## config.mk

```make
export PLATFORM = sky130hd
export DESIGN_NAME = axis_traffic_gen
export DESIGN_NICKNAME = d
export VERILOG_FILES = /design/src/rtl/axis_traffic_gen.sv
export SDC_FILE = /design/constraint.sdc
export NUM_CORES = 1
export LEC_CHECK = 0
export CAP_MARGIN = 20
export CORE_MARGIN = 3
export CORE_UTILIZATION = 58
export CTS_CLUSTER_DIAMETER = 150
export DETAILED_ROUTE_END_ITERATION = 16
export DONT_BUFFER_PORTS = 1
export PLACE_DENSITY = 0.71
export SLEW_MARGIN = 10
export SYNTH_ARGS = -nofsm -noshare
export SYNTH_HDL_FRONTEND = slang
export SYNTH_SLANG_ARGS = --single-unit
```

## constraint.sdc

```tcl
create_clock -name clk_usr -period 6.52 [get_ports clk_usr]
set_clock_uncertainty 0.05 [all_clocks]
set_input_delay 1.304 -clock clk_usr [delete_from_list [all_inputs] [get_ports clk_usr]]
set_output_delay 1.304 -clock clk_usr [all_outputs]
set_load 0.02 [all_outputs]
```

## src/rtl/axis_traffic_gen.sv

```systemverilog
// AXI-Stream packet generator feeding a NoC router injection port.
// Latency: first beat presented the cycle after start is accepted; back-to-back packets without bubbles.
// Backpressure: a beat is held with all fields stable until tready; tvalid never depends on tready combinationally.
module axis_traffic_gen #(
   parameter int TDATA_WIDTH       = 64,
   parameter int TID_WIDTH         = 2,
   parameter int TDEST_WIDTH       = 2,
   parameter int NOC_NUM_ENDPOINTS = 4,
   parameter int LEN_WIDTH         = 8
) (
   input  logic                   clk_usr,
   input  logic                   rst_usr_sync,
   input  logic                   start,
   input  logic [15:0]            num_packets,
   input  logic [LEN_WIDTH-1:0]   pkt_len,
   input  logic [7:0]             gap_cycles,
   input  logic                   dest_rr,
   input  logic [TDEST_WIDTH-1:0] cfg_tdest,
   input  logic [TID_WIDTH-1:0]   cfg_tid,
   output logic                   axis_out_tvalid,
   input  logic                   axis_out_tready,
   output logic [TDATA_WIDTH-1:0] axis_out_tdata,
   output logic                   axis_out_tlast,
   output logic [TID_WIDTH-1:0]   axis_out_tid,
   output logic [TDEST_WIDTH-1:0] axis_out_tdest,
   output logic                   busy,
   output logic                   done,
   output logic [15:0]            pkts_sent
);

   typedef enum logic [1:0] {IDLE, SEND, GAP, FINISH} state_t;

   state_t                 state_q;
   logic [LEN_WIDTH-1:0]   len_q;      // effective length, never 0
   logic [15:0]            npk_q;
   logic [7:0]             gap_q;
   logic [7:0]             gap_cnt_q;
   logic                   rr_q;
   logic [TID_WIDTH-1:0]   tid_q;
   logic [TDEST_WIDTH-1:0] dest_q;
   logic [15:0]            beat_q;
   logic [15:0]            seq_q;
   logic [15:0]            pkts_q;
   logic                   tvalid_q;
   logic                   busy_q;
   logic                   done_q;

   logic                   xfer;
   logic                   last_beat;
   logic                   last_pkt;
   logic [TDEST_WIDTH-1:0] dest_d;
   logic [15:0]            pkts_d;

   // Decode of registered state: transfer strobe, end of packet, end of run, next destination
   always_comb begin
      xfer      = tvalid_q & axis_out_tready;
      last_beat = (beat_q == (16'(len_q) - 16'd1));
      last_pkt  = (({1'b0, pkts_q} + 17'd1) == {1'b0, npk_q});
      pkts_d    = (pkts_q == 16'hFFFF) ? pkts_q : pkts_q + 16'd1;
      dest_d    = dest_q + 1'b1;
      if (int'(dest_q) + 1 >= NOC_NUM_ENDPOINTS) begin
         dest_d = '0;
      end
   end

   // Run-control FSM with registered stream and status outputs
   always_ff @(posedge clk_usr) begin
      if (rst_usr_sync) begin
         state_q   <= IDLE;
         len_q     <= LEN_WIDTH'(1);
         npk_q     <= '0;
         gap_q     <= '0;
         gap_cnt_q <= '0;
         rr_q      <= 1'b0;
         tid_q     <= '0;
         dest_q    <= '0;
         beat_q    <= '0;
         seq_q     <= '0;
         pkts_q    <= '0;
         tvalid_q  <= 1'b0;
         busy_q    <= 1'b0;
         done_q    <= 1'b0;
      end else begin
         done_q <= 1'b0;
         case (state_q)
            IDLE: begin
               if (start) begin
                  len_q  <= (pkt_len == '0) ? LEN_WIDTH'(1) : pkt_len;
                  npk_q  <= num_packets;
                  gap_q  <= gap_cycles;
                  rr_q   <= dest_rr;
                  tid_q  <= cfg_tid;
                  dest_q <= cfg_tdest;
                  beat_q <= '0;
                  seq_q  <= '0;
                  pkts_q <= '0;
                  if (num_packets == 16'd0) begin
                     state_q <= FINISH;
                     done_q  <= 1'b1;
                  end else begin
                     state_q  <= SEND;
                     tvalid_q <= 1'b1;
                     busy_q   <= 1'b1;
                  end
               end
            end
            SEND: begin
               if (xfer) begin
                  if (last_beat) begin
                     beat_q <= '0;
                     pkts_q <= pkts_d;
                     seq_q  <= seq_q + 16'd1;
                     if (rr_q) begin
                        dest_q <= dest_d;
                     end
                     if (last_pkt) begin
                        state_q  <= FINISH;
                        tvalid_q <= 1'b0;
                        busy_q   <= 1'b0;
                        done_q   <= 1'b1;
                     end else if (gap_q != 8'd0) begin
                        state_q   <= GAP;
                        tvalid_q  <= 1'b0;
                        gap_cnt_q <= gap_q - 8'd1;
                     end
                  end else begin
                     beat_q <= beat_q + 16'd1;
                  end
               end
            end
            GAP: begin
               if (gap_cnt_q == 8'd0) begin
                  state_q  <= SEND;
                  tvalid_q <= 1'b1;
               end else begin
                  gap_cnt_q <= gap_cnt_q - 8'd1;
               end
            end
            FINISH: begin
               state_q <= IDLE;
            end
            default: begin
               state_q <= IDLE;
            end
         endcase
      end
   end

   // Output field assembly: beat index low, sequence number above, rest zero
   always_comb begin
      axis_out_tdata        = '0;
      axis_out_tdata[15:0]  = beat_q;
      axis_out_tdata[31:16] = seq_q;
   end

   assign axis_out_tvalid = tvalid_q;
   assign axis_out_tlast  = tvalid_q & last_beat;
   assign axis_out_tid    = tid_q;
   assign axis_out_tdest  = dest_q;
   assign busy            = busy_q;
   assign done            = done_q;
   assign pkts_sent       = pkts_q;

endmodule

```

==> results.yml <==
outcome:
  outcome: "completed"
timing:
  tightest_slew_ns: 0.8315
  setup_violations: 0
  fin_tns_setup_ns: 0
  period_needed_ns: 4.062
  rsz0062_at_grt: "no"
  relSlewSlack_pct: 44.50
  hold_viol: 0
  finalCritPeriodShare_pct: 62.30
  finalMaxSlewViolations: 0
  max_freq_mhz: 246.2
routing:
  drt_iter0_markers: 295
  drt_pass1_iterations: 5
  routed_wl_um: 14570
  drtAntennaViolNets: 0
  wire_per_inst_um: 16.80
  via_per_inst: 6.070
  drc_errors: 0
  vias: 5263
place:
  placed_area_um2: 5801
  gp_congestion: 0.9051
  hpwl_um: 10660
  port_buffers: 0
power:
  sequentialPowerShare_pct: 40.8
  clockPowerShare_pct: 19.2
  switching_share_pct: 43.36
  peakVddDrop_mv: 0.1712
  power_frac_comb_pct: 40.0
  power_density_nw_per_um2: 324.0
  power.internal_uw: 1102
  power_switching_uw: 843.7
  p_leak_uw: 0.002066
synth:
  synth_area_leaders: "dfxtp_1 (33%), nand2_1 (6.7%), xnor2_1 (6.4%), a21oi_1 (5.7%), nor2_1 (5.1%)"
  synth-edff-count: 0
  avgSynthCellArea_um2: 7.775
  ys_seq_area_share_pct: 33.12
  yosys.area.top_type: "dfxtp_1"
  synth_cell_types: 75
  syn_area_um2: 5924
  synth_top_area_share_pct: 33.12
  syn_inst: 762
  synth_seq_cells: 98
  synth_ff_type: "dfxtp_1"
  ys_async_sr_fraction_pct: 0
  yosysWarnings: 0
clock_network:
  root_buffer: "clkbuf_8"
  hold_buffers: 0
  cts_sinks: 98
  clkTransAtPathRegs_ns: 0.09
  cts_setup_buffers: 0
  cts_htree_levels: 3
  cts_tree: "built"
  post_cts_resize_count: 0
  numCtsBuffers: 9
  clk_path_buf_depth: 2
  insertion_delay_ns: 0.38
global_route:
  grt_pass1_wl_um: 23820
  track_usage_pct: 25.44
  use_met2_pct: 40.48
  grt_max_degree: 70
  grt_pass1_vias: 4898
  antenna_found_initial: 0
  met3_usage_pct: 5.960
  grt.met1_usage_pct: 33.46
  grt.busiest_layer: "met2"
  overflow: 0
setup_path:
  cp_max_fo: 8
  critPathTopFamily: "simple AND/OR/NAND/NOR gates"
  cp.required_ns: 5.17
  cp-end-kind: "primary output"
  arrival_ns: 2.71
  worst-path-buf-inv: 1
  critPathKind: "reg2out"
  crit_chain: "inv_1 > ha_1 > nor3b_2 > nand2_1 > mux2i_1 > a21oi_1 > o21ai_0 > nand4_1 > nor3b_1"
  critPathMaxStageDelay_ns: 0.60
  critPathSlowestCell: "nor3b_1"
  cp-start-kind: "register"
floorplan:
  core-area_um2: 9864
  die_h_um: 107.1
  die-area_um2: 11460
  die_w_um: 107.1
  start_util_pct: 60.06
  rows: 36
  io_pins: 129
final_layout:
  antenna_cells: 0
  area.growth.synth_to_final_pct: 1.373
  drive_gt1_share_pct: 6.676
  multi_input_area_um2: 3593
  seq_area_um2: 1962
  stdcell_area_um2: 6006
  fin_nets: 780
  fillers: 934
job:
  maxCapViolations: 0
worst_hold_path:
  worstHoldPathType: "reg2reg"
synthesized netlist by cell type, drive strengths merged (8+ instances only):
library cell / number
nor4: 25
dfxtp: 98
clkbuf: 34
buf: 46
xor2: 18
nand3: 30
mux2i: 8
nand2: 106
or4: 10
o21ai: 27
ha: 10
a21oi: 67
inv: 11
nor2: 81
nand4: 26
and3: 10
nor3: 19
xnor2: 43
cell usage in the layout, fill, tap and decap left out, types with 9 or more instances in the layout:
cell	instances
or4_1	9
and3_1	10
nor2_1	80
ha_1	10
xnor2_1	43
a21oi_1	67
o21ai_0	25
nor3_1	19
conb_1	32
nand2_1	106
dfxtp_1	98
inv_1	11
nor4_1	17
xor2_1	18
clkbuf_8	10
nand4_1	24
nand3_1	30
power by group through the flow:
stage	logic [uW]	registers, uW	clock network, uW
CTS	765	793	380
detailed placement	761	808	0
floorplan	656	772	0
global route	871	806	399
finish	778	794	374
global placement	733	803	0
kinds of logic (layout without fill, tap and decap cells):
logic type | Yosys count | in the layout | share of synthesized area [%]
muxes | 9 | 9 | 1.542
other | 1 | 32 | 0.06330
and+or+nand+nor | 340 | 340 | 29.57
AOI/OAI and AO/OA | 150 | 150 | 16.39
adders and majority gates | 10 | 10 | 2.112
buffers and inverters | 93 | 34 | 8.194
DFF | 98 | 98 | 33.12
xor gates and xnor gates | 61 | 61 | 9.018
final cells by class:
| cell class | count | share of cell area [%] |
|---|---|---|
| multi-input combinational | 602 | 59.83 |
| tap | 133 | 2.771 |
| timing repair buffer | 5 | 0.9583 |
| clock inverter | 6 | 0.6667 |
| clock buffer | 10 | 2.292 |
| inverter | 13 | 0.8125 |
| sequential | 98 | 32.67 |
routing by layer:
| layer | part of all wire, % | vias up |
|---|---|---|
| met3 | 7.2 | 21 |
| met2 | 46 | 183 |
| met4 | 2.0 | 0 |
| met1 | 44 | 2486 |
| met5 | 0 | - |
| li1 | - | 2573 |
worst min-delay path: stages, from the launching register on:
cell,delay (ns)
dfxtp_1,0.33
nand2_1,0.05
a21oi_1,0.05
registers in the layout, summed over array words and instances, names as in the netlist, 8 cells and up:
name / count
len_q: 8
gap_cnt_q: 8
pkts_sent: 16
npk_q: 16
gap_q: 8
seq_q: 16
beat_q: 16
stage by stage:
| stage | util (%) | hold slack (ns) | instances | power, uW | setup WS (ns) |
|---|---|---|---|---|---|
| 6_report | 60.88 | 0.4183 | 867 | 1946 | 2.458 |
| 5_1_grt | 60.88 | 0.4430 | 867 | 2077 | 2.240 |
| 4_1_cts | 60.60 | 0.4228 | 866 | 1938 | 2.442 |
| 3_5_place_dp | 58.80 | 0.4098 | 850 | 1568 | 2.874 |
| 3_3_place_gp | 58.80 | 0.4083 | 850 | 1536 | 2.944 |
| 2_1_floorplan | - | 0.3865 | 793 | 1428 | 3.044 |
worst paths after layout:
kind	cells past startpoint	start	to	slack [ns]
worst min-delay path	2	npk_q[10]	npk_q[10]	0.42
worst min register to register	2	npk_q[10]	npk_q[10]	0.42
worst max-delay path	9	len_q[0]	axis_out_tlast	2.46
worst max register to register	9	pkts_sent[0]	state_q[0]	3.08
Power figures use the tool's default switching activity.
